`src/rtl/stream_upsizer.sv`:
```
// Narrow-to-wide stream packer: fills p_RATIO lanes low-to-high and emits one wide beat.
// A narrow beat carrying last closes the wide beat early; unused upper lanes stay zero.
module stream_upsizer #(
    parameter int p_DATA_BITS = 32,
    parameter int p_STRB_BITS = 4,
    parameter int p_RATIO     = 4
) (
    input  logic                             clk,
    input  logic                             rst_n,
    input  logic                             enq_valid,
    output logic                             enq_ready,
    input  logic [p_STRB_BITS-1:0]           enq_bits_strb,
    input  logic [p_DATA_BITS-1:0]           enq_bits_data,
    input  logic                             enq_bits_last,
    output logic                             deq_valid,
    input  logic                             deq_ready,
    output logic [p_STRB_BITS*p_RATIO-1:0]   deq_bits_strb,
    output logic [p_DATA_BITS*p_RATIO-1:0]   deq_bits_data,
    output logic                             deq_bits_last,
    output logic [$clog2(p_RATIO+1)-1:0]     count
);

    localparam int WD = p_DATA_BITS * p_RATIO;
    localparam int WS = p_STRB_BITS * p_RATIO;
    localparam int CW = $clog2(p_RATIO + 1);

    // Handshake: a beat moves on a port only in a cycle where its valid and ready are both high;
    // enq_ready depends on deq_ready only, and deq_* come straight from registers.
    // The state bit is observable directly as deq_valid (FILL=0, HOLD=1).
    typedef enum logic {FILL = 1'b0, HOLD = 1'b1} state_e;

    state_e          state_q, state_d;
    logic [CW-1:0]   lane_q, lane_d;
    logic [CW-1:0]   hcnt_q, hcnt_d;
    logic [WD-1:0]   data_q, data_d;
    logic [WS-1:0]   strb_q, strb_d;
    logic            last_q, last_d;
    logic            enq_fire;
    logic            deq_fire;

    assign enq_fire = enq_valid && enq_ready;
    assign deq_fire = deq_valid && deq_ready;

    // State register
    always_ff @(posedge clk or negedge rst_n) begin
        if (!rst_n) begin
            state_q <= FILL;
            lane_q  <= '0;
            hcnt_q  <= '0;
            data_q  <= '0;
            strb_q  <= '0;
            last_q  <= 1'b0;
        end else begin
            state_q <= state_d;
            lane_q  <= lane_d;
            hcnt_q  <= hcnt_d;
            data_q  <= data_d;
            strb_q  <= strb_d;
            last_q  <= last_d;
        end
    end

    // Next-state logic
    always_comb begin
        state_d = state_q;
        lane_d  = lane_q;
        hcnt_d  = hcnt_q;
        data_d  = data_q;
        strb_d  = strb_q;
        last_d  = last_q;
        case (state_q)
            FILL: begin
                if (enq_fire) begin
                    for (int k = 0; k < p_RATIO; k++) begin
                        if (lane_q == CW'(k)) begin
                            data_d[k*p_DATA_BITS +: p_DATA_BITS] = enq_bits_data;
                            strb_d[k*p_STRB_BITS +: p_STRB_BITS] = enq_bits_strb;
                        end
                    end
                    last_d = enq_bits_last;
                    if (lane_q == CW'(p_RATIO - 1) || enq_bits_last) begin
                        state_d = HOLD;
                        hcnt_d  = lane_q + CW'(1);
                        lane_d  = '0;
                    end else begin
                        lane_d  = lane_q + CW'(1);
                    end
                end
            end
            HOLD: begin
                if (deq_fire) begin
                    // New accumulation starts from a clean wide beat.
                    data_d = '0;
                    strb_d = '0;
                    last_d = 1'b0;
                    lane_d = '0;
                    state_d = FILL;
                    if (enq_fire) begin
                        data_d[p_DATA_BITS-1:0] = enq_bits_data;
                        strb_d[p_STRB_BITS-1:0] = enq_bits_strb;
                        last_d = enq_bits_last;
                        if (enq_bits_last) begin
                            state_d = HOLD;
                            hcnt_d  = CW'(1);
                        end else begin
                            lane_d  = CW'(1);
                        end
                    end
                end
            end
            default: state_d = FILL;
        endcase
    end

    // Output logic
    always_comb begin
        deq_valid     = (state_q == HOLD);
        enq_ready     = !deq_valid || deq_ready;
        count         = deq_valid ? hcnt_q : lane_q;
        deq_bits_data = data_q;
        deq_bits_strb = strb_q;
        deq_bits_last = last_q;
    end

endmodule

```
`config.mk`:
```
export PLATFORM = sky130hd
export DESIGN_NAME = stream_upsizer
export DESIGN_NICKNAME = d
export VERILOG_FILES = /design/src/rtl/stream_upsizer.sv
export SDC_FILE = /design/constraint.sdc
export NUM_CORES = 1
export LEC_CHECK = 0
export BUFFER_PORTS_ARGS = -buffer_cell sky130_fd_sc_hd__buf_2
export CAP_MARGIN = 15
export CORE_ASPECT_RATIO = 1.5
export CORE_MARGIN = 2
export CORE_UTILIZATION = 56
export DETAILED_ROUTE_END_ITERATION = 6
export GPL_TIMING_DRIVEN = 0
export PLACE_DENSITY = 0.95
export SLEW_MARGIN = 20
export SYNTH_ARGS = -nofsm -noshare
export SYNTH_HDL_FRONTEND = slang
export SYNTH_SLANG_ARGS = --single-unit
export TNS_END_PERCENT = 10
```
`constraint.sdc`:
```
create_clock -name clk -period 3.1 [get_ports clk]
set_clock_uncertainty 0.05 [all_clocks]
set_input_delay 0 -clock clk [delete_from_list [all_inputs] [get_ports clk]]
set_output_delay 0 -clock clk [all_outputs]
set_load 0.005 [all_outputs]
```
==> results of run 1 <==
report_power, final:
part           internal (uW)  switching, uW
Clock                   1230            841
Sequential              2700            536
Combinational           1240           1300
per-layer routing:
metal	vias up	part of all wire, %
met4	0	6.8
met3	102	5.9
met5	-	0
li1	2573	-
met2	332	51
met1	3010	36
kinds of logic after synthesis:
logic type	synth area share (%)
flip-flops	55.6
AND/OR/NAND/NOR	9.06
AO/OA/AOI/OAI	13.4
multiplexers	16.6
buffers and inverters	4.41
adder cells (fa/ha/maj)	0.915
worst max-delay path, cell delays in order, from the launching register on:
cell	delay, ps
dfrtp_1	420
ha_1	220
ha_1	250
a22oi_4	460
buf_6	240
mux2_2	360
stage by stage:
step | util, % | setup TNS (ps)
after floorplan | - | 0
after global placement | 66.7 | -27590
after detailed placement | 67.0 | 0
after CTS | 75.1 | 0
after global routing | 75.1 | 0
final | 75.1 | 0
cell usage after synthesis:
cell         n
mux2i_1     73
mux2_2      36
dfrtp_1    152
a22oi_2      1
a32o_1       1
buf_2       10
nor2b_1     38
nor2_1       4
and3_1       2
o221ai_1     1
a21oi_1      2
o22ai_1     73
a22oi_4      1
clkbuf_1    21
o21ai_0      6
o31ai_1      1
nor3_1       1
nor2b_2      1
nand4bb_1    2
ha_1         5
inv_1        5
or2_2        1
nand2b_1     1
a21o_1       1
o22a_1       1
buf_4        8
nor3b_2      1
a22o_1      37
o31a_1       1
nand2_1     78
buf_6        7
a22oi_1      1
buf_1        4
registers in the layout, indices dropped and copies added, names as in the netlist:
signal,flops
deq_bits_strb,16
hcnt_q,3
lane_q,3
deq_bits_last,1
deq_valid,1
deq_bits_data,128
final timing paths:
kind / start / end / slack (ps)
max: lane_q[0]$_DFFE_PN0P_ / deq_bits_data[102]$_DFFE_PN0P_ / 960
min: deq_ready / lane_q[0]$_DFFE_PN0P_ / 30
max reg2reg: lane_q[0]$_DFFE_PN0P_ / deq_bits_data[102]$_DFFE_PN0P_ / 960
min reg2reg: hcnt_q[2]$_DFFE_PN0P_ / hcnt_q[2]$_DFFE_PN0P_ / 440
max in group asynchronous: rst_n / deq_bits_data[59]$_DFFE_PN0P_ / 2120
min in group asynchronous: rst_n / deq_bits_data[5]$_DFFE_PN0P_ / 60
layout make-up:
cell class              instances  share of cell area [%]
multi-input cells             370                    30.4
clock buffers                  21                    5.13
inverters                       5                   0.209
repair buffers                228                    15.2
well taps                     153                    2.13
clock inverters                11                    1.37
plain buffers                  50                    3.15
flip-flops and latches        152                    42.4
cells in the final DEF, fill, tap and decap left out, types with 23 or more instances in the layout:
cell type	count
a22o_1	37
mux2i_1	73
buf_2	198
mux2_2	36
dlygate4sd3_1	38
nor2b_1	38
dfrtp_1	152
clkbuf_1	23
o22ai_1	73
nand2_1	78
==> summary.md, run 1 <==
| Metric | Value |
|---|---|
| Ant. Diodes | 0 |
| Power per cell area | 874 mW/mm2 |
| WP data required | 3350 ps |
| Post-synthesis register bit count | 152 |
| Syn_area_per_cell | 11.8 um2 |
| Setup bufs post-CTS | 0 |
| Leak | 0.00490 uW |
| Post-synth net total | 623 |
| Total CTS buffers | 17 |
| DP Area | 0.00801 mm2 |
| RSZ-0062 raised after global routing | false |
| CP Data Arrival Time | 2380 ps |
| Gr ovfl total | 0 |
| Non-Filler Instances | 990 |
| Global route hottest layer | met2 |
| Die Wd | 94.2 um |
| Routability Congestion | 0.934 |
| Filler Cells Inserted | 777 |
| Global routing usage on met2 | 56.2% |
| R2R cell count | 5 |
| CTS H-Tree Depth | 4 |
| Area leader, netlist | dfrtp_1 |
| # Max-Cap Violations | 0 |
| Hold-critical path depth | 4 |
| Port-buffer cells | 189 |
| Area delta synth->final | 31.3% |
| Initial antenna violation count | 0 |
| Max rail drop VDD | 587 uV |
| Slew @ Worst Pin | 683 ps |
| Status | complete, no violations |
| Detail Route Antenna Nets | 0 |
| Total track usage | 33.9% |
| Synthesized area | 0.00684 mm2 |
| CTS tree | done |
| Min Tclk post-route | 2140 ps |
| Hold slack | 32.8 ps |
| Final wirelength | 21600 um |
| Power Total | 7840 uW |
| Clock Latency Late Sink | 410 ps |
| Count of final hold-check violations | 0 |
| # nets final | 870 |
| Startpoint Class | flop |
| CORE AREA | 0.0120 mm2 |
| Final Cell Area | 0.00897 mm2 |
| Dpl ws | 1010 ps |
| Post-Syn Instances | 577 |
| Met3 usage | 5.79% |
| DRT iter0 DRCs | 508 |
| Clock-pin slew on the worst setup and hold paths | 60 ps |
| Row count | 49 |
| Ranking of synthesized cells by area | dfrtp_1 56%, mux2i_1 11%, o22ai_1 6.7% |
| Area of the multi-input gates | 0.00273 mm2 |
| Starting density of the core | 57.2% |
| Final Cycle Share | 68.9% |
| CP Capture Type | flop |
| Ports | 191 |
| Die Ht | 139 um |
| Placed cell count | 920 |
| Sequential-to-total area share from yosys stat | 55.6% |
| Vias in the first global route | 6330 |
| Final setup margin | 964 ps |
| Worst-case clock buffer depth | 2 |
| Slew Limit Fails | 0 |
| DR DRC count | 0 |
| DP HPWL | 13900 um |
| FF+latch area | 0.00380 mm2 |
| Worst hold path class | in -> reg |
| Vias per inst | 6.08 |
| First-pass GRT wire length | 33900 um |
| Yosys top cell area share | 55.6% |
| Die Area | 0.0131 mm2 |
| Post-cts resize count | 0 |
| Peak Freq | 468 MHz |
| WS Path Type | reg -> reg |
| Layout cells sized above 1 | 34.2% |
| Mean routed wirelength per cell | 21.9 um |
| CTS Hold Bufs | 38 |
| # setup viols final | 0 |
| Largest net degree at the start of global routing | 86 |
| 1st-pass router iterations | 5 |
| Ys Warns | 0 |
| # clock sinks | 152 |
| Via count | 6017 |
| CP Max Fanout | 10 |
| Post-synth cell types | 33 |
| Root buf cell | clkbuf_16 |
| M1 GR Usage | 39.6% |
| Rel. slew slack | 54.4% |
Note: power is estimated with default switching activity, not from simulation.
==> inputs of run 2 (changes only) <==
Settings changed: ABC_AREA set to 1, CORE_UTILIZATION 56 to 47, PLACE_DENSITY 0.95 to 0.87.
Clock period 3.1 ns to 1.9 ns, I/O delays scaled along.
==> summary.md, run 2 <==
| Metric | Value |
|---|---|
| Status | complete, no violations |
| Post-synthesis register bit count | 152 (unchanged) |
| Worst-case clock buffer depth | 2 (unchanged) |
| Layout cells sized above 1 | 26.7% (-7.5 points) |
| Most frequent cells in the layout | 307 x nand2_1, 218 x buf_2, 153 x nand3_1 |
| Count of final hold-check violations | 0 (unchanged) |
| WL met3 | 1160 um (-8.6%) |
| Synth Flop Type | dfrtp_1 |
| Sequential-to-total area share from yosys stat | 58.8% (+3.2 points) |
| Max rail drop VDD | 817 uV (+39%) |
| # clock sinks | 152 (unchanged) |
| Ranking of synthesized cells by area | dfrtp_1 59%, nand2_1 18%, nand3_1 12% |
| Placed cell count | 1123 (+22%) |
| Initial antenna violation count | 0 (unchanged) |
| DP HPWL | 14100 um (+1.7%) |
| DRT iter0 DRCs | 381 (-25%) |
| Area of the multi-input gates | 0.00229 mm2 (-16%) |
| DR DRC count | 0 (unchanged) |
| Most frequent cells after synthesis | 307 x nand2_1, 153 x nand3_1, 152 x dfrtp_1, 44 x inv_1, 42 x nor2_1 |
| NetSw | 5040 uW (+88%) |
| Area leader, netlist | dfrtp_1 |
| DP Area | 0.00765 mm2 (-4.5%) |
| Power per cell area | 1610 mW/mm2 (+84%) |
| Most common cell after layout, fill and taps aside | nand2_1 |
| Ys Warns | 0 (unchanged) |
| Largest net degree at the start of global routing | 96 (+12%) |
| Routability Congestion | 0.943 (+0.97%) |
| Final Cycle Share | 97.0% |
| Gr ovfl total | 0 (unchanged) |
| RSZ-0062 raised after global routing | true |
| Leak | 0.00519 uW (+5.9%) |
| Mean routed wirelength per cell | 17.3 um (-21%) |
| Rel. slew slack | 60.0% (+5.6 points) |
| Port-buffer cells | 190 (+0.53%) |
| Root buf cell | clkbuf_16 |
| Row count | 52 (+6.1%) |
| Yosys top cell area share | 58.8% (+3.2 points) |
| Total track usage | 28.9% (-5.0 points) |
| Met2 wire length | 10700 um (-2.8%) |
| Final wirelength | 20700 um (-4.3%) |
| Filler Cells Inserted | 1095 (+41%) |
| WP data required | 1850 ps (-1500 ps) |
| First-pass GRT wire length | 33000 um (-2.7%) |
| M1 WL | 7660 um (-2.9%) |
| WS Path Type | reg -> out |
| Setup_tns | 0 ps (unchanged) |
| Clock share of power | 27.1% (+0.7 points) |
| Highest metal used | met4 |
| Fraction of registers with async set/reset | 100% (unchanged) |
| Die Wd | 99.8 um (+5.9%) |
| Sequential Power Share | 39.4% (-1.8 points) |
| Most frequent cell after synthesis | nand2_1 |
| Post-synth cell types | 17 (-48%) |
| P_int | 9070 uW (+76%) |
| CTS H-Tree Depth | 4 (unchanged) |
| Clock-pin slew on the worst setup and hold paths | 60 ps (about the same) |
| Starting density of the core | 48.0% (-9.2 points) |
| Slew Limit Fails | 0 (unchanged) |
| Worst hold path class | in -> async |
| Area delta synth->final | 35.8% |
| Die Area | 0.0147 mm2 (+12%) |
| CTS tree | done |
| Post-synth net total | 816 (+31%) |
| Syn_area_per_cell | 8.39 um2 (-29%) |
| Synthesized area | 0.00646 mm2 (-5.5%) |
| Clock Latency Late Sink | 420 ps (about the same) |
| Via count | 6416 (+6.6%) |
| Startpoint Class | flop |
| CP Data Arrival Time | 1790 ps (-590 ps) |
| Ports | 191 (unchanged) |
| Final setup margin | 56.5 ps (-908 ps) |
| Vias per inst | 5.36 (-12%) |
| Dpl ws | -31.4 ps (-1040 ps) |
| Peak Freq | 542 MHz |
| 1st-pass router iterations | 5 (unchanged) |
| Post-synth EDFFs | 0 (unchanged) |
| Hold slack | 62.0 ps (+29.2 ps) |
| FF+latch area | 0.00380 mm2 (unchanged) |
| Max reg flops | 128 (unchanged) |
| Min Tclk post-route | 1840 ps |
| Sw frac | 35.7% (+1.6 points) |
| Final Cell Area | 0.00878 mm2 (-2.2%) |
| Vias in the first global route | 6545 (+3.4%) |
| Non-Filler Instances | 1197 (+21%) |
| # setup viols final | 0 (unchanged) |
| Slew @ Worst Pin | 600 ps (-83.6 ps) |
| CORE AREA | 0.0135 mm2 (+13%) |
| CP Max Fanout | 10 (unchanged) |
| Post-Syn Instances | 770 (+33%) |
| R2R cell count | 6 (+1) |
| # Max-Cap Violations | 0 (unchanged) |
| Ant. Diodes | 0 (unchanged) |
| # nets final | 1068 (+23%) |
| CP Capture Type | primary output |
| Total CTS buffers | 17 (unchanged) |
| Detail Route Antenna Nets | 0 (unchanged) |
| Die Ht | 148 um (+6.0%) |
| Comb pwr share | 33.5% (+1.1 points) |
run 2: cell types whose count changed in the layout (fill, tap and decap cells not counted), sizes merged, moves of 38 or more:
cell   before  now
nor2        4   42
nand2      78  317
o22ai      73    0
nor2b      39    0
mux2i      73    0
inv         6   47
nand3       0  153
run 2: layer usage:
layer  vias up  GRT usage, %
li1       2928             -
met1      3050          34.2
met2       345          48.9
met3        93          4.21
met4         0          18.4
met5         -             0
run 2: area by class of cell:
type	instances	area share, %
clock buffers	20	5.09
flip-flops and latches	152	43.3
well taps	162	2.31
multi-input cells	527	26.1
plain buffers	45	2.71
inverters	46	1.97
clock inverters	12	2.52
repair buffers	233	16.0
run 2: power by group through the flow:
| stage | logic [uW] | registers [uW] | clock network (uW) |
|---|---|---|---|
| final | 4730 | 5560 | 3820 |
| after CTS | 4660 | 5530 | 3850 |
| after floorplan | 2060 | 5560 | 0 |
| after global routing | 5280 | 5690 | 3990 |
| after global placement | 4380 | 5510 | 0 |
| after detailed placement | 4570 | 5550 | 0 |
run 2: worst max-delay path, stage by stage (launching register included):
cell and delay, ps:
dfrtp_1 440, buf_4 210, clkbuf_2 210, o21ai_0 330, buf_2 190
run 2: kinds of logic after synthesis:
| kind of cell | after synthesis | synth area share, % |
|---|---|---|
| AOI/OAI and AO/OA | 7 | 0.600 |
| and+or+nand+nor | 515 | 33.5 |
| DFF | 152 | 58.8 |
| buffers and inverters | 91 | 6.12 |
| adders and majority gates | 5 | 0.968 |
run 2: worst paths after layout:
kind | from | endpoint | slack (ps)
setup / recovery | deq_valid$_DFF_PN0_ | count[1] | 60
setup reg to reg | deq_valid$_DFF_PN0_ | deq_bits_data[105]$_DFFE_PN0P_ | 80
min in group clk | enq_bits_data[11] | deq_bits_data[11]$_DFFE_PN0P_ | 320
hold reg to reg | deq_bits_strb[3]$_DFFE_PN0P_ | deq_bits_strb[3]$_DFFE_PN0P_ | 420
hold / removal | rst_n | deq_bits_data[26]$_DFFE_PN0P_ | 60
max in group asynchronous | rst_n | deq_bits_data[64]$_DFFE_PN0P_ | 900
run 2: what timing repair did:
action,in CTS,in global routing
setup buffers,0,2
gates resized for setup,3,10
setup endpoints to repair,19,87
pin swaps,0,1
hold buffers,40,0
endpoints found under the hold margin,303,0
run 2: stage by stage:
stage / power [uW] / utilization [%]
finish: 14100 / 65.2
global route: 15000 / 65.2
CTS: 14000 / 64.8
detailed placement: 10100 / 56.8
global placement: 9890 / 56.6
floorplan: 7620 / -
==> inputs of run 3 (changes only) <==
Settings changed: ABC_AREA 1 to not set, PLACE_DENSITY 0.87 to 0.86.
==> summary.md, run 3 (synthesis results as in run 1) <==
| Metric | Value |
|---|---|
| Peak Freq | 533 MHz (-1.8%) |
| Row count | 54 (+3.8%) |
| Vias per inst | 5.53 (+3.1%) |
| Mean routed wirelength per cell | 19.5 um (+13%) |
| CTS H-Tree Depth | 4 (unchanged) |
| Startpoint Class | flop |
| Largest net degree at the start of global routing | 87 (-9.4%) |
| Clock Latency Late Sink | 420 ps (about the same) |
| Max incr delay on CP | 440 ps (about the same) |
| First-pass GRT wire length | 31000 um (-5.9%) |
| Initial antenna violation count | 0 (unchanged) |
| # setup viols final | 0 (unchanged) |
| Worst-case clock buffer depth | 2 (unchanged) |
| Area of the multi-input gates | 0.00274 mm2 (+20%) |
| Most frequent cells in the layout | 193 x buf_2, 151 x dfrtp_1, 78 x nand2_1 |
| Min Tclk post-route | 1880 ps (+33.5 ps) |
| Gr ovfl total | 0 (unchanged) |
| Most common cell after layout, fill and taps aside | buf_2 |
| Starting density of the core | 47.5% (-0.49 points) |
| Placed cell count | 963 (-14%) |
| DP HPWL | 13700 um (-2.8%) |
| CP cell instances | ha_2 -> ha_2 -> a22oi_4 -> buf_12 -> buf_6 -> mux2_2 |
| Max rail drop VDD | 603 uV (-26%) |
| Total CTS buffers | 17 (unchanged) |
| Most used cell, CP | ha_2 |
| Worst path slowest cell | dfrtp_2 |
| Ports | 191 (unchanged) |
| RSZ-0062 raised after global routing | true |
| Layout cells sized above 1 | 36.6% (+9.9 points) |
| R2R cell count | 6 (unchanged) |
| Slew Limit Fails | 0 (unchanged) |
| Filler Cells Inserted | 1123 (+2.6%) |
| Non-Filler Instances | 1038 (-13%) |
| Vias in the first global route | 5786 (-12%) |
| WP data required | 2150 ps (+300 ps) |
| Power per cell area | 1380 mW/mm2 (-14%) |
| Count of final hold-check violations | 0 (unchanged) |
| 1st-pass router iterations | 5 (unchanged) |
| Die Ht | 152 um (+2.8%) |
| Clock-pin slew on the worst setup and hold paths | 60 ps (about the same) |
| Max reg flops | 128 (unchanged) |
| Slew @ Worst Pin | 690 ps (+90.3 ps) |
| Port-buffer cells | 189 (-0.53%) |
| CP Data Arrival Time | 2120 ps (+330 ps) |
| Ant. Diodes | 0 (unchanged) |
| CP Max Fanout | 10 (unchanged) |
| # nets final | 875 (-18%) |
| Rel. slew slack | 54.0% (-6.0 points) |
| WS Path Type | reg -> reg |
| Die Area | 0.0155 mm2 (+5.6%) |
| Leak | 0.00497 uW (-4.3%) |
| Via count | 5736 (-11%) |
| Detail Route Antenna Nets | 0 (unchanged) |
| Die Wd | 102 um (+2.7%) |
| Worst hold path class | in -> async |
| Root buf cell | clkbuf_16 |
| CP Capture Type | flop |
| Setup_tns | 0 ps (unchanged) |
| Area delta synth->final | 33.5% |
| DRT iter0 DRCs | 342 (-10%) |
| Routability Congestion | 0.919 (-2.6%) |
| CTS tree | done |
| Total track usage | 26.3% (-2.6 points) |
| Status | complete, no violations |
| CORE AREA | 0.0144 mm2 (+6.9%) |
| Final Cycle Share | 98.8% (+1.8 points) |
| # Max-Cap Violations | 0 (unchanged) |
| Final wirelength | 20200 um (-2.3%) |
| FF+latch area | 0.00380 mm2 (about the same) |
| # clock sinks | 152 (unchanged) |
| DR DRC count | 0 (unchanged) |
-- run 3: cell count changes in the layout (fill, tap and decap cells not counted), sizes merged, moves of 36 or more --
| cell | before | now |
|---|---|---|
| a22o | 0 | 37 |
| inv | 47 | 8 |
| mux2 | 0 | 36 |
| mux2i | 0 | 73 |
| nand2 | 317 | 78 |
| nand3 | 153 | 0 |
| nor2 | 42 | 4 |
| nor2b | 0 | 39 |
| o22ai | 0 | 73 |
-- run 3: per-stage QoR --
step,hold WS (ps),worst slack [ps],utilization (%),total power [uW],area (um2)
final,108,23.0,63.4,12600,9130
after global routing,151,-13.4,63.4,13300,9130
after CTS,97.1,-52.1,63.0,12500,9060
after detailed placement,-0.412,-204,56.0,9190,8070
after global placement,228,-1490,55.8,8960,8030
after floorplan,-346,140,-,7190,6840
-- run 3: layout make-up --
cell class	instances	share of cell area (%)
Buffer	50	3.73
Clock buffer	19	4.85
Clock inverter	13	1.33
Inverter	5	0.206
Multi-Input combinational cell	370	30.0
Sequential cell	152	41.7
Tap cell	196	2.69
Timing Repair Buffer	233	15.5
-- run 3: final timing paths --
check                                 startpoint                              to  slack (ps)
hold reg to reg            hcnt_q[2]$_DFFE_PN0P_           hcnt_q[2]$_DFFE_PN0P_         430
setup reg to reg           lane_q[0]$_DFFE_PN0P_  deq_bits_data[115]$_DFFE_PN0P_          20
min in group clk                       enq_valid             deq_valid$_DFF_PN0_         120
max in group asynchronous                  rst_n   deq_bits_data[95]$_DFFE_PN0P_         930
setup / recovery           lane_q[0]$_DFFE_PN0P_  deq_bits_data[115]$_DFFE_PN0P_          20
hold / removal                             rst_n  deq_bits_data[120]$_DFFE_PN0P_         110
-- run 3: repair_timing --
item,in CTS,in global routing
pin swaps,1,1
endpoints found under the hold margin,234,0
setup endpoints to repair,77,132
setup buffers,2,2
hold buffers,39,0
gates resized for setup,10,26
-- run 3: where the power goes --
| part | internal, uW | switching, uW |
|---|---|---|
| combinational | 2070 | 2040 |
| sequential | 4400 | 829 |
| clock | 1850 | 1390 |
| total | 8310 | 4260 |
-- run 3: per-layer routing --
layer | vias up | track usage, % | wire length [um]
met4 | 0 | 12.1 | 836
li1 | 2594 | - | -
met1 | 2857 | 32.9 | 8030
met5 | - | 0 | 0
met2 | 233 | 43.9 | 10400
met3 | 52 | 4.68 | 914
-- run 3: critical path, delay by kind of cell, from the launching register on --
kind            cells  cell delay (ps)
flops               1              440
fa+ha+maj           2              400
mux                 1              350
buf+inv             2              300
compound gates      1              190
